==> config.mk <==
export PLATFORM = sky130hd
export DESIGN_NAME = irq_ctrl_flat
export DESIGN_NICKNAME = d
export VERILOG_FILES = /design/src/rtl/irq_ctrl_pkg.sv /design/src/rtl/irq_ctrl_if.sv /design/src/rtl/irq_ctrl_src_cell.sv /design/src/rtl/irq_ctrl.sv /design/src/flat_wrapper.sv
export SDC_FILE = /design/constraint.sdc
export NUM_CORES = 1
export LEC_CHECK = 0
export ABC_CLOCK_PERIOD_IN_PS = 3400
export CAP_MARGIN = 20
export CORE_MARGIN = 8
export CORE_UTILIZATION = 43
export CTS_BUF_LIST = sky130_fd_sc_hd__clkbuf_4 sky130_fd_sc_hd__clkbuf_8
export CTS_CLUSTER_DIAMETER = 50
export DETAILED_ROUTE_END_ITERATION = 6
export PLACE_DENSITY = 0.86
export SKIP_LAST_GASP = 1
export SLEW_MARGIN = 20
export SYNTH_ARGS = -nofsm -noshare
export SYNTH_HDL_FRONTEND = slang
export SYNTH_SLANG_ARGS = --single-unit
==> constraint.sdc <==
create_clock -name clk -period 3.4 [get_ports clk]
set_input_delay 1.02 -clock clk [delete_from_list [all_inputs] [get_ports clk]]
set_output_delay 1.02 -clock clk [all_outputs]
set_load 0.02 [all_outputs]
==> src/rtl/irq_ctrl_pkg.sv <==
// Shared definitions for the irq_ctrl interrupt controller.
// Register offsets, widths and the lowest-index priority helper.
package irq_ctrl_pkg;

  localparam logic [3:0] IRQ_MASK = 4'h0;
  localparam logic [3:0] IRQ_MODE = 4'h4;
  localparam logic [3:0] IRQ_PEND = 4'h8;
  localparam logic [3:0] IRQ_ID   = 4'hC;

  localparam int IRQ_ID_VALID = 31;
  localparam int MAX_SRC      = 6;

  typedef logic [MAX_SRC-1:0] src_vec_t;

  function automatic logic [2:0] lowest_idx(
    input src_vec_t v
  );
    logic [2:0] r;
    r = 3'd0;
    for (int i = MAX_SRC - 1; i >= 0; i--) begin
      if (v[i]) r = 3'(i);
    end
    return r;
  endfunction

endpackage

==> src/rtl/irq_ctrl_if.sv <==
// Slave bus plus interrupt lines of irq_ctrl.
// The CPU bridge side is master; the controller is slave.
interface irq_ctrl_if #(
  parameter int N_SRC = 6
);
  logic [N_SRC-1:0] IRQ_I;
  logic [3:0]       ADD_I;
  logic             WE_I;
  logic [31:0]      DAT_I;
  logic [31:0]      DAT_O;
  logic [5:0]       HWINT_O;

  modport master (
    output IRQ_I,
    output ADD_I,
    output WE_I,
    output DAT_I,
    input  DAT_O,
    input  HWINT_O
  );

  modport slave (
    input  IRQ_I,
    input  ADD_I,
    input  WE_I,
    input  DAT_I,
    output DAT_O,
    output HWINT_O
  );
endinterface

==> src/rtl/irq_ctrl_src_cell.sv <==
// One interrupt source: line history and sticky/level pending bit.
// Edge mode: a rise sets, W1C clears, and a rise beats a clear.
module irq_ctrl_src_cell (
  input  logic clk,
  input  logic reset,
  input  logic irq,
  input  logic mode,
  input  logic clr,
  output logic pend
);

  logic irq_q, irq_d;
  logic pend_q, pend_d;
  logic rise;

  always_comb begin
    irq_d  = irq;
    rise   = irq & ~irq_q;
    pend_d = irq;
    if (mode) pend_d = rise | (pend_q & ~clr);
  end

  // Line history is loaded in reset so release sees no false rise.
  always_ff @(posedge clk) begin
    if (!reset) begin
      irq_q  <= irq;
      pend_q <= 1'b0;
    end else begin
      irq_q  <= irq_d;
      pend_q <= pend_d;
    end
  end

  assign pend = pend_q;

endmodule

==> src/rtl/irq_ctrl.sv <==
// Interrupt controller: mask, mode, pending, ID registers.
// Drives a registered pending&mask vector to CP0 HWINT.
module irq_ctrl
  import irq_ctrl_pkg::*;
#(
  parameter int N_SRC = 6
) (
  input logic      clk,
  input logic      reset,
  irq_ctrl_if.slave bus
);

  logic [N_SRC-1:0] mask_q, mask_d;
  logic [N_SRC-1:0] mode_q, mode_d;
  logic [N_SRC-1:0] pend;
  logic [N_SRC-1:0] clr;
  src_vec_t         hwint_q, hwint_d;
  src_vec_t         pm;
  logic [31:0]      rdata;

  for (genvar g = 0; g < N_SRC; g++) begin : g_src
    irq_ctrl_src_cell u_cell (
      .clk   (clk),
      .reset (reset),
      .irq   (bus.IRQ_I[g]),
      .mode  (mode_q[g]),
      .clr   (clr[g]),
      .pend  (pend[g])
    );
  end

  always_comb begin
    mask_d = mask_q;
    mode_d = mode_q;
    clr    = '0;
    rdata  = '0;
    pm     = '0;
    pm[N_SRC-1:0] = pend & mask_q;
    hwint_d = pm;
    unique case (1'b1)
      (bus.ADD_I == IRQ_MASK): begin
        rdata[N_SRC-1:0] = mask_q;
        if (bus.WE_I) mask_d = bus.DAT_I[N_SRC-1:0];
      end
      (bus.ADD_I == IRQ_MODE): begin
        rdata[N_SRC-1:0] = mode_q;
        if (bus.WE_I) mode_d = bus.DAT_I[N_SRC-1:0];
      end
      (bus.ADD_I == IRQ_PEND): begin
        rdata[N_SRC-1:0] = pend;
        if (bus.WE_I) clr = bus.DAT_I[N_SRC-1:0] & mode_q;
      end
      (bus.ADD_I == IRQ_ID): begin
        rdata[IRQ_ID_VALID] = |pm;
        rdata[2:0]          = lowest_idx(pm);
      end
      default: ;
    endcase
  end

  always_ff @(posedge clk) begin
    if (!reset) begin
      mask_q  <= '0;
      mode_q  <= '0;
      hwint_q <= '0;
    end else begin
      mask_q  <= mask_d;
      mode_q  <= mode_d;
      hwint_q <= hwint_d;
    end
  end

  assign bus.DAT_O   = rdata;
  assign bus.HWINT_O = hwint_q;

endmodule

==> src/flat_wrapper.sv <==
// flat-port wrapper written by rule: the top's interface ports become plain ports
module irq_ctrl_flat import irq_ctrl_pkg::*;
#(
  parameter int N_SRC = 6
)
  (clk, reset, bus_IRQ_I, bus_ADD_I, bus_WE_I, bus_DAT_I, bus_DAT_O, bus_HWINT_O);
  irq_ctrl_if #(.N_SRC(N_SRC)) bus_i ();
  input logic clk;
  input logic reset;
  input wire logic [$bits(bus_i.IRQ_I)-1:0] bus_IRQ_I;
  input wire logic [$bits(bus_i.ADD_I)-1:0] bus_ADD_I;
  input wire logic [$bits(bus_i.WE_I)-1:0] bus_WE_I;
  input wire logic [$bits(bus_i.DAT_I)-1:0] bus_DAT_I;
  output wire logic [$bits(bus_i.DAT_O)-1:0] bus_DAT_O;
  output wire logic [$bits(bus_i.HWINT_O)-1:0] bus_HWINT_O;
  assign bus_i.IRQ_I = bus_IRQ_I;
  assign bus_i.ADD_I = bus_ADD_I;
  assign bus_i.WE_I = bus_WE_I;
  assign bus_i.DAT_I = bus_DAT_I;
  assign bus_DAT_O = bus_i.DAT_O;
  assign bus_HWINT_O = bus_i.HWINT_O;
  irq_ctrl #(.N_SRC(N_SRC)) u_core (.clk(clk), .reset(reset), .bus(bus_i));
endmodule
[After elaboration in Yosys (flattened, before gate mapping)]
Index checks and enable logic that the tools add are counted.
Storage, ports and cells
  input bits: 45
  output and inout port bits: 38
  word-level logic and storage cells: 71
  bits in registers: 30
Operators by class
  reduce and logical (&&, ||, !) cells: 4
  mux-type cells: 17
  eq/ne operators: 3
  bitwise logic cells: 32
Operators by type and width (count)
  3-bit two-way mux: 6
  1-bit AND: 12
  6-bit AND: 2
  6-bit two-way mux: 2
  1-bit NOT: 12
  3-bit one-hot mux with 4 select lines: 1
  3-bit one-hot mux with 3 select lines: 1
  4-bit equality test (second input constant): 2
  1-bit two-way mux: 7
  1-bit OR: 6
  6-bit OR reduction: 1
  4-bit by 3-bit equality test with 1-bit output (second input constant): 1
  4-bit zero test: 1
  2-bit AND reduction: 2

[Logic depth before layout (Yosys ltp)]
Gate-level depths: netlist of run 1.
  depth after elaboration: 8
  mapped depth: 5
  gate-level depth less buffers: 3

[Modules after synthesis]
Synthesis of run 1 repeated with hierarchy kept, for this count alone.
Unflattened totals
  cell total of the unflattened synthesis: 171
  area, all modules: 1574.0 um^2
Modules (own cells, without submodules)
  irq_ctrl: sequential area each 360.3 um^2, cells each 141, area each 1198.6 um^2, times used 1
  irq_ctrl_src_cell: sequential area each 40.0 um^2, cells each 5, area each 62.6 um^2, times used 6

[Least setup slack after synthesis of run 1]
OpenSTA, ideal clock, no wires.
  path kind: input to output
  start: input port bus_ADD_I[3]
  end: output port bus_DAT_O[2]
  stages on the path: 4
  data arrival time: 2205 ps
  path buffers: 2
  data required time: 2380 ps
  slack: 175 ps
  path through: buf_2 buf_2 nand4_1 o32ai_1
On the way
  longest elaborated chain between the ends: 2
  elaborated cells on any way between the ends: 5
  those cells by class: eq/ne: 3; mux: 1; reduce/logical: 1
Ends and longest elaborated chain
  start: declaration: line flat_wrapper.sv:11  | input wire logic [$bits(bus_i.ADD_I)-1:0] bus_ADD_I;
  4-bit equality test, or another cell as far along: line irq_ctrl.sv:53  | (bus.ADD_I == IRQ_ID): begin
  3-bit one-hot mux with 4 select lines (*): line irq_ctrl.sv:40  | unique case (1'b1)
  end: declaration: line flat_wrapper.sv:14  | output wire logic [$bits(bus_i.DAT_O)-1:0] bus_DAT_O;
Every way passes the cells marked *; elsewhere a longest branch is shown, timed or not.

[Worst setup path in the final report of run 1]
  start: input port bus_ADD_I[1]
  end: output port bus_DAT_O[5]
On the way
  longest elaborated chain between the ends: 2
  elaborated cells on any way between the ends: 4
  those cells by class: eq/ne: 2; mux: 1; reduce/logical: 1
Ends and longest elaborated chain
  4-bit equality test, or another cell as far along: line irq_ctrl.sv:49  | (bus.ADD_I == IRQ_PEND): begin
  3-bit one-hot mux with 3 select lines (*): line irq_ctrl.sv:40
Marked as above.

==> flow_summary.json, run 1 <==
{
  "cts_setup_buffers": 0,
  "clockBufferDepth": 2,
  "cts_tree": "built",
  "worstHoldStart": "u_core.mask_q[1]$_SDFFE_PN0P_",
  "portBuffers": 31,
  "r2r_slack_ns": 2.62,
  "p_per_area_nw_per_um2": 356,
  "synth_top_family_by_area": "compound AO/OA/AOI/OAI gates",
  "layout_worst_path_cycle_share_pct": 97.3,
  "synth_fa_ha_area_share_pct": 0,
  "power_uw": 686,
  "reg2reg_to": "u_core.g_src[2].u_cell.pend$_SDFF_PN0_",
  "rsz0062_at_grt": "no",
  "max_freq_ghz": 0.302,
  "vias_per_cell": 5.01,
  "cp_data_arrival_time_ns": 2.29,
  "crit_fanout": 6,
  "hold_depth": 2,
  "core_area_sq_um": 3390,
  "insertion_delay_ns": 0.33,
  "die_area_sq_um": 5720,
  "num-fill-cells": 324,
  "synth_area_leaders": "dfxtp_1 (39%), buf_4 (12%), mux2i_1 (7.9%)",
  "yosysMostFrequentCell": "dfxtp_1",
  "crit_start": "bus_ADD_I[1]",
  "required_ns": 2.38,
  "pin_count": 83,
  "ys_async_sr_fraction_pct": 0,
  "place_hpwl_um": 2760,
  "synthCells": 172,
  "leakagePower_nw": 0.843,
  "synthMuxAreaShare_pct": 7.86,
  "layout-drive-gt1-share_pct": 17.5,
  "initial_core_util_pct": 45.1,
  "yosysTopAreaCell": "dfxtp_1",
  "drc": 0,
  "wirelength_um": 3590,
  "status": "completed",
  "antenna_cells": 0,
  "dr.pass1.iters": 4,
  "cts_hold_buf": 0,
  "min_to": "u_core.mask_q[1]$_SDFFE_PN0P_",
  "wl_per_cell_um": 13.6,
  "setup_slack_ns": 0.0926,
  "gp_routability_congestion": 0.842,
  "irDropWorstVdd_uv": 189,
  "hold_path_class": "reg -> reg",
  "netlist_area_sq_um": 1530,
  "cts_root_buf": "clkbuf_4",
  "synth_compound_area_share_pct": 19.0,
  "crit_path_end_kind": "primary output",
  "final-max-slew-violation-count": 0,
  "setup_viol": 0,
  "max-cap-violations": 0,
  "synth_edf_count": 0,
  "overflow": 0,
  "yosys.cell_types.count": 32,
  "worst_r2r_path_depth": 2,
  "synth_top_area_share_pct": 39.3,
  "grt_first_pass_wirelength_um": 5860,
  "rr_startpoint": "u_core.mode_q[2]$_SDFFE_PN0P_",
  "pre_cts_slack_ns": -0.509,
  "grt_antenna_before_repair": 0,
  "vias": 1317,
  "die_y_um": 75.6,
  "htreeDepth": 2,
  "rows": 21,
  "drt_iter0_markers": 126,
  "syn-mean-instance-area_sq_um": 8.89,
  "synth_ff_type": "dfxtp_1",
  "cts.sinks": 30,
  "min_period_ns": 3.31,
  "ys_ff_latch": 30,
  "cts_buffers": 5,
  "cp-start-kind": "input pin",
  "grt_max_degree": 37,
  "nets": 262,
  "path_class": "in -> out",
  "ys_seq_area_share_pct": 39.3,
  "synthXorXnorAreaFrac_pct": 0,
  "yosysWarnings": 0,
  "synthTopCellsByCount": "dfxtp_1 (30), buf_4 (25), nand2_1 (21)",
  "antenna_left": 0,
  "fin_util_pct": 56.8,
  "die_w_um": 75.6,
  "clk_pin_slew_ns": 0.08,
  "syn_to_final_growth_pct": 26.0,
  "yosys.area_share.simple_pct": 18.4,
  "clock-skew-final_ns": 0.00578,
  "grt_pass1_vias": 1297,
  "grt_use_total_pct": 13.8,
  "hold_viol": 0
}
[cells by family (layout without fill, tap and decap cells)]
group,count (synthesis),count (layout)
AND/OR/NAND/NOR,54,54
AO/OA/AOI/OAI,39,39
flip-flops,30,30
multiplexers,12,12
other,1,25
buffers and inverters,36,57
[layer usage]
layer	share of wire, %	track usage (%)	vias to the layer above
met4	1.6	6.82	0
met1	44	16.9	607
met5	0	0	-
li1	-	-	658
met2	46	20.2	46
met3	8.1	5.66	6
[worst max-delay path, cell delays in order]
cell             delay, ns
clkdlybuf4s50_1       0.45
or2_2                 0.39
nor2_1                0.12
clkdlybuf4s15_1       0.32
[power breakdown]
group / switching (mW) / internal, mW / total (mW)
logic: 0.0638 / 0.0479 / 0.112
clock network: 0.111 / 0.0937 / 0.205
registers: 0.00885 / 0.361 / 0.370
[cell usage in the layout, fill, tap and decap left out, types with 2 or more instances in the layout]
cell type         n
a21boi_0          6
a21oi_1           6
a22oi_1           3
a2bb2oi_1         6
a41o_1            6
and2_1            2
and3_1            6
buf_2             4
buf_4            18
clkbuf_2          2
clkbuf_4          7
clkdlybuf4s15_1   2
clkdlybuf4s50_1  22
conb_1           25
dfxtp_1          30
mux2i_1          12
nand2_1          21
nand3_1          13
nor2_1            3
o21ai_0           6
[state kept, by name (all words and copies together), names as in the netlist]
name,cells
u_core.g_src.u_cell.pend,6
u_core.mask_q,6
u_core.mode_q,6
u_core.g_src.u_cell.irq_q,6
u_core.bus.HWINT_O,6
[timing repair]
item	in CTS	in global routing
gates cloned	0	0
gates resized for setup	25	8
pin swaps	0	0
setup endpoints to repair	7	6
[final cells by class]
class	count	area (sq um)	share of cell area [%]
sequential	30	601	31.2
tap	46	57.6	2.99
inverter	1	3.75	0.195
clock buffer	7	52.6	2.73
multi-input combinational	130	798	41.4
timing repair buffer	49	414	21.5
[worst max path at each step]
| stage | to | slack, ns | depth (start not counted) |
|---|---|---|---|
| 6_report | bus_DAT_O[5] | 0.09 | 4 |
| 5_1_grt | bus_DAT_O[2] | 0.002 | 5 |
| 4_1_cts | bus_DAT_O[5] | 0.01 | 6 |
| 3_5_place_dp | bus_DAT_O[0] | -0.51 | 6 |
| 3_3_place_gp | bus_DAT_O[0] | -0.51 | 6 |
| 2_1_floorplan | bus_DAT_O[2] | 0.18 | 4 |
[metrics by stage]
stage          setup TNS [ns]  area (sq um)  hold WS [ns]  instances
6_report                    0          1930         0.515        263
5_1_grt                     0          1930         0.548        263
4_1_cts                     0          1930         0.511        263
3_5_place_dp            -3.17          1890         0.499        256
2_1_floorplan               0          1620         0.464        196
3_3_place_gp            -3.17          1890         0.487        256
Note: power is estimated with default switching activity, not from simulation.
==> run 2, diff against run 1 <==
Settings changed: MAX_ROUTING_LAYER set to met4, SLEW_MARGIN 20 to not set.
==> run 2 against run 1 <==
Cell area unchanged. Sequential power about the same. First-iteration DRC count up 5.6%. Fmax about the same. Die area unchanged. Largest cell class unchanged. Largest power group unchanged.
==> flow_summary.json, run 2 (synthesis results as in run 1) <==
{
  "pin_count": 83,
  "die_area_sq_um": 5720,
  "final_common_cell": "dfxtp_1",
  "instances_no_fill": 263,
  "cts_setup_buffers": 0,
  "maxUsedRoutingLayer": "met4",
  "crit_path_end_kind": "primary output",
  "nets": 262,
  "die_w_um": 75.6,
  "gp_routability_congestion": 0.855,
  "hold_viol": 0,
  "path_class": "in -> out",
  "cts_hold_buf": 0,
  "grt_use_total_pct": 14.2,
  "status": "completed",
  "layout-drive-gt1-share_pct": 17.5,
  "critical-path-max-stage-delay_ns": 0.45,
  "hold_path_class": "reg -> reg",
  "cts_tree": "built",
  "rsz0062_at_grt": "no",
  "rr_startpoint": "u_core.mode_q[2]$_SDFFE_PN0P_",
  "cp-start-kind": "input pin",
  "overflow": 0,
  "grt_first_pass_wirelength_um": 5870,
  "crit_path_end": "bus_DAT_O[4]",
  "setup_viol": 0,
  "cts_buffers": 5,
  "grt_antenna_before_repair": 0,
  "mostFrequentLayoutCells": "dfxtp_1 (30), conb_1 (25), clkdlybuf4s50_1 (22)",
  "crit_start": "bus_ADD_I[1]",
  "place_hpwl_um": 2760,
  "max-cap-violations": 0,
  "portBuffers": 31,
  "met3RoutedLength_um": 262,
  "clk_pin_slew_ns": 0.08,
  "grt_pass1_vias": 1299,
  "path_buf_inv": 2,
  "crit_fanout": 6,
  "p_per_area_nw_per_um2": 355,
  "syn_to_final_growth_pct": 26.0,
  "antenna_cells": 0,
  "insertion_delay_ns": 0.32,
  "leakagePower_nw": 0.843,
  "wl_per_cell_um": 13.7,
  "antenna_left": 0,
  "min_period_ns": 3.31,
  "required_ns": 2.38,
  "cts.sinks": 30,
  "crit_chain": "clkdlybuf4s50_1 -> or2_2 -> nor2_1 -> clkdlybuf4s15_1",
  "worst_r2r_path_depth": 2,
  "slowest_stage": "clkdlybuf4s50_1",
  "core_area_sq_um": 3390,
  "cpLargestDelayFamily": "buffers and inverters",
  "wl_met2_um": 1650,
  "cp_num_cells": 4,
  "place_inst": 256,
  "setup_slack_ns": 0.0932,
  "wl_met1_um": 1630,
  "drc": 0,
  "irDropWorstVdd_uv": 188,
  "cp_data_arrival_time_ns": 2.29,
  "max_freq_ghz": 0.302,
  "initial_core_util_pct": 45.1,
  "htreeDepth": 2,
  "grt_max_degree": 37,
  "power_uw": 685,
  "wirelength_um": 3610,
  "layout_worst_path_cycle_share_pct": 97.3,
  "reg2reg_to": "u_core.g_src[2].u_cell.pend$_SDFF_PN0_",
  "drt_iter0_markers": 133,
  "r2r_slack_ns": 2.62,
  "cts_root_buf": "clkbuf_4",
  "final-max-slew-violation-count": 0,
  "dr.pass1.iters": 4,
  "pre_cts_slack_ns": -0.509,
  "die_y_um": 75.6,
  "clockBufferDepth": 2,
  "vias": 1332,
  "rows": 21,
  "clock-skew-final_ns": 0.00646,
  "tns_ns": 0,
  "vias_per_cell": 5.06,
  "fin_hold_ws_ns": 0.515
}
-- run 2: final cells by class --
type / instances / area, sq um
fill: 324 / 1460
multi-input combinational: 130 / 798
sequential: 30 / 601
timing repair buffer: 49 / 414
tap: 46 / 57.6
clock buffer: 7 / 52.6
inverter: 1 / 3.75
-- run 2: report_power, final --
| part | internal, mW | total [mW] | leakage, nW | switching, mW |
|---|---|---|---|---|
| Clock | 0.0937 | 0.203 | 0.0322 | 0.109 |
| Combinational | 0.0480 | 0.112 | 0.565 | 0.0639 |
| Sequential | 0.361 | 0.370 | 0.246 | 0.00894 |
| Total | 0.502 | 0.685 | 0.843 | 0.182 |
-- run 2: worst min-delay path by stage --
| stage | startpoint | endpoint | slack, ns | depth (start not counted) |
|---|---|---|---|---|
| 4_1_cts | u_core.mask_q[1]$_SDFFE_PN0P_ | u_core.mask_q[1]$_SDFFE_PN0P_ | 0.51 | 2 |
| 3_5_place_dp | u_core.mask_q[1]$_SDFFE_PN0P_ | u_core.mask_q[1]$_SDFFE_PN0P_ | 0.50 | 2 |
| 2_1_floorplan | u_core.mask_q[0]$_SDFFE_PN0P_ | u_core.mask_q[0]$_SDFFE_PN0P_ | 0.46 | 2 |
| 3_3_place_gp | u_core.mask_q[1]$_SDFFE_PN0P_ | u_core.mask_q[1]$_SDFFE_PN0P_ | 0.49 | 2 |
| 6_report | u_core.mask_q[1]$_SDFFE_PN0P_ | u_core.mask_q[1]$_SDFFE_PN0P_ | 0.51 | 2 |
| 5_1_grt | u_core.mask_q[1]$_SDFFE_PN0P_ | u_core.mask_q[1]$_SDFFE_PN0P_ | 0.55 | 2 |
-- run 2: repair_timing --
action | in CTS | in global routing
gates cloned | 0 | 0
setup endpoints to repair | 7 | 6
resized for setup | 25 | 8
-- run 2: metal layers --
layer  track usage [%]  vias to the layer above
li1                  -                      659
met1              17.0                      614
met2              20.2                       53
met3              5.53                        6
met4              6.82                        0
met5                 -                        -
-- run 2: through the flow --
stage | area (sq um) | utilization [%]
final | 1930 | 56.8
after global routing | 1930 | 56.8
after CTS | 1930 | 56.9
after detailed placement | 1890 | 55.9
after global placement | 1890 | 55.9
after floorplan | 1620 | -
-- run 2: worst register-to-register path, stage by stage, from the launching register on --
cell,delay (ns)
dfxtp_1,0.40
a21oi_1,0.09
a41o_1,0.20
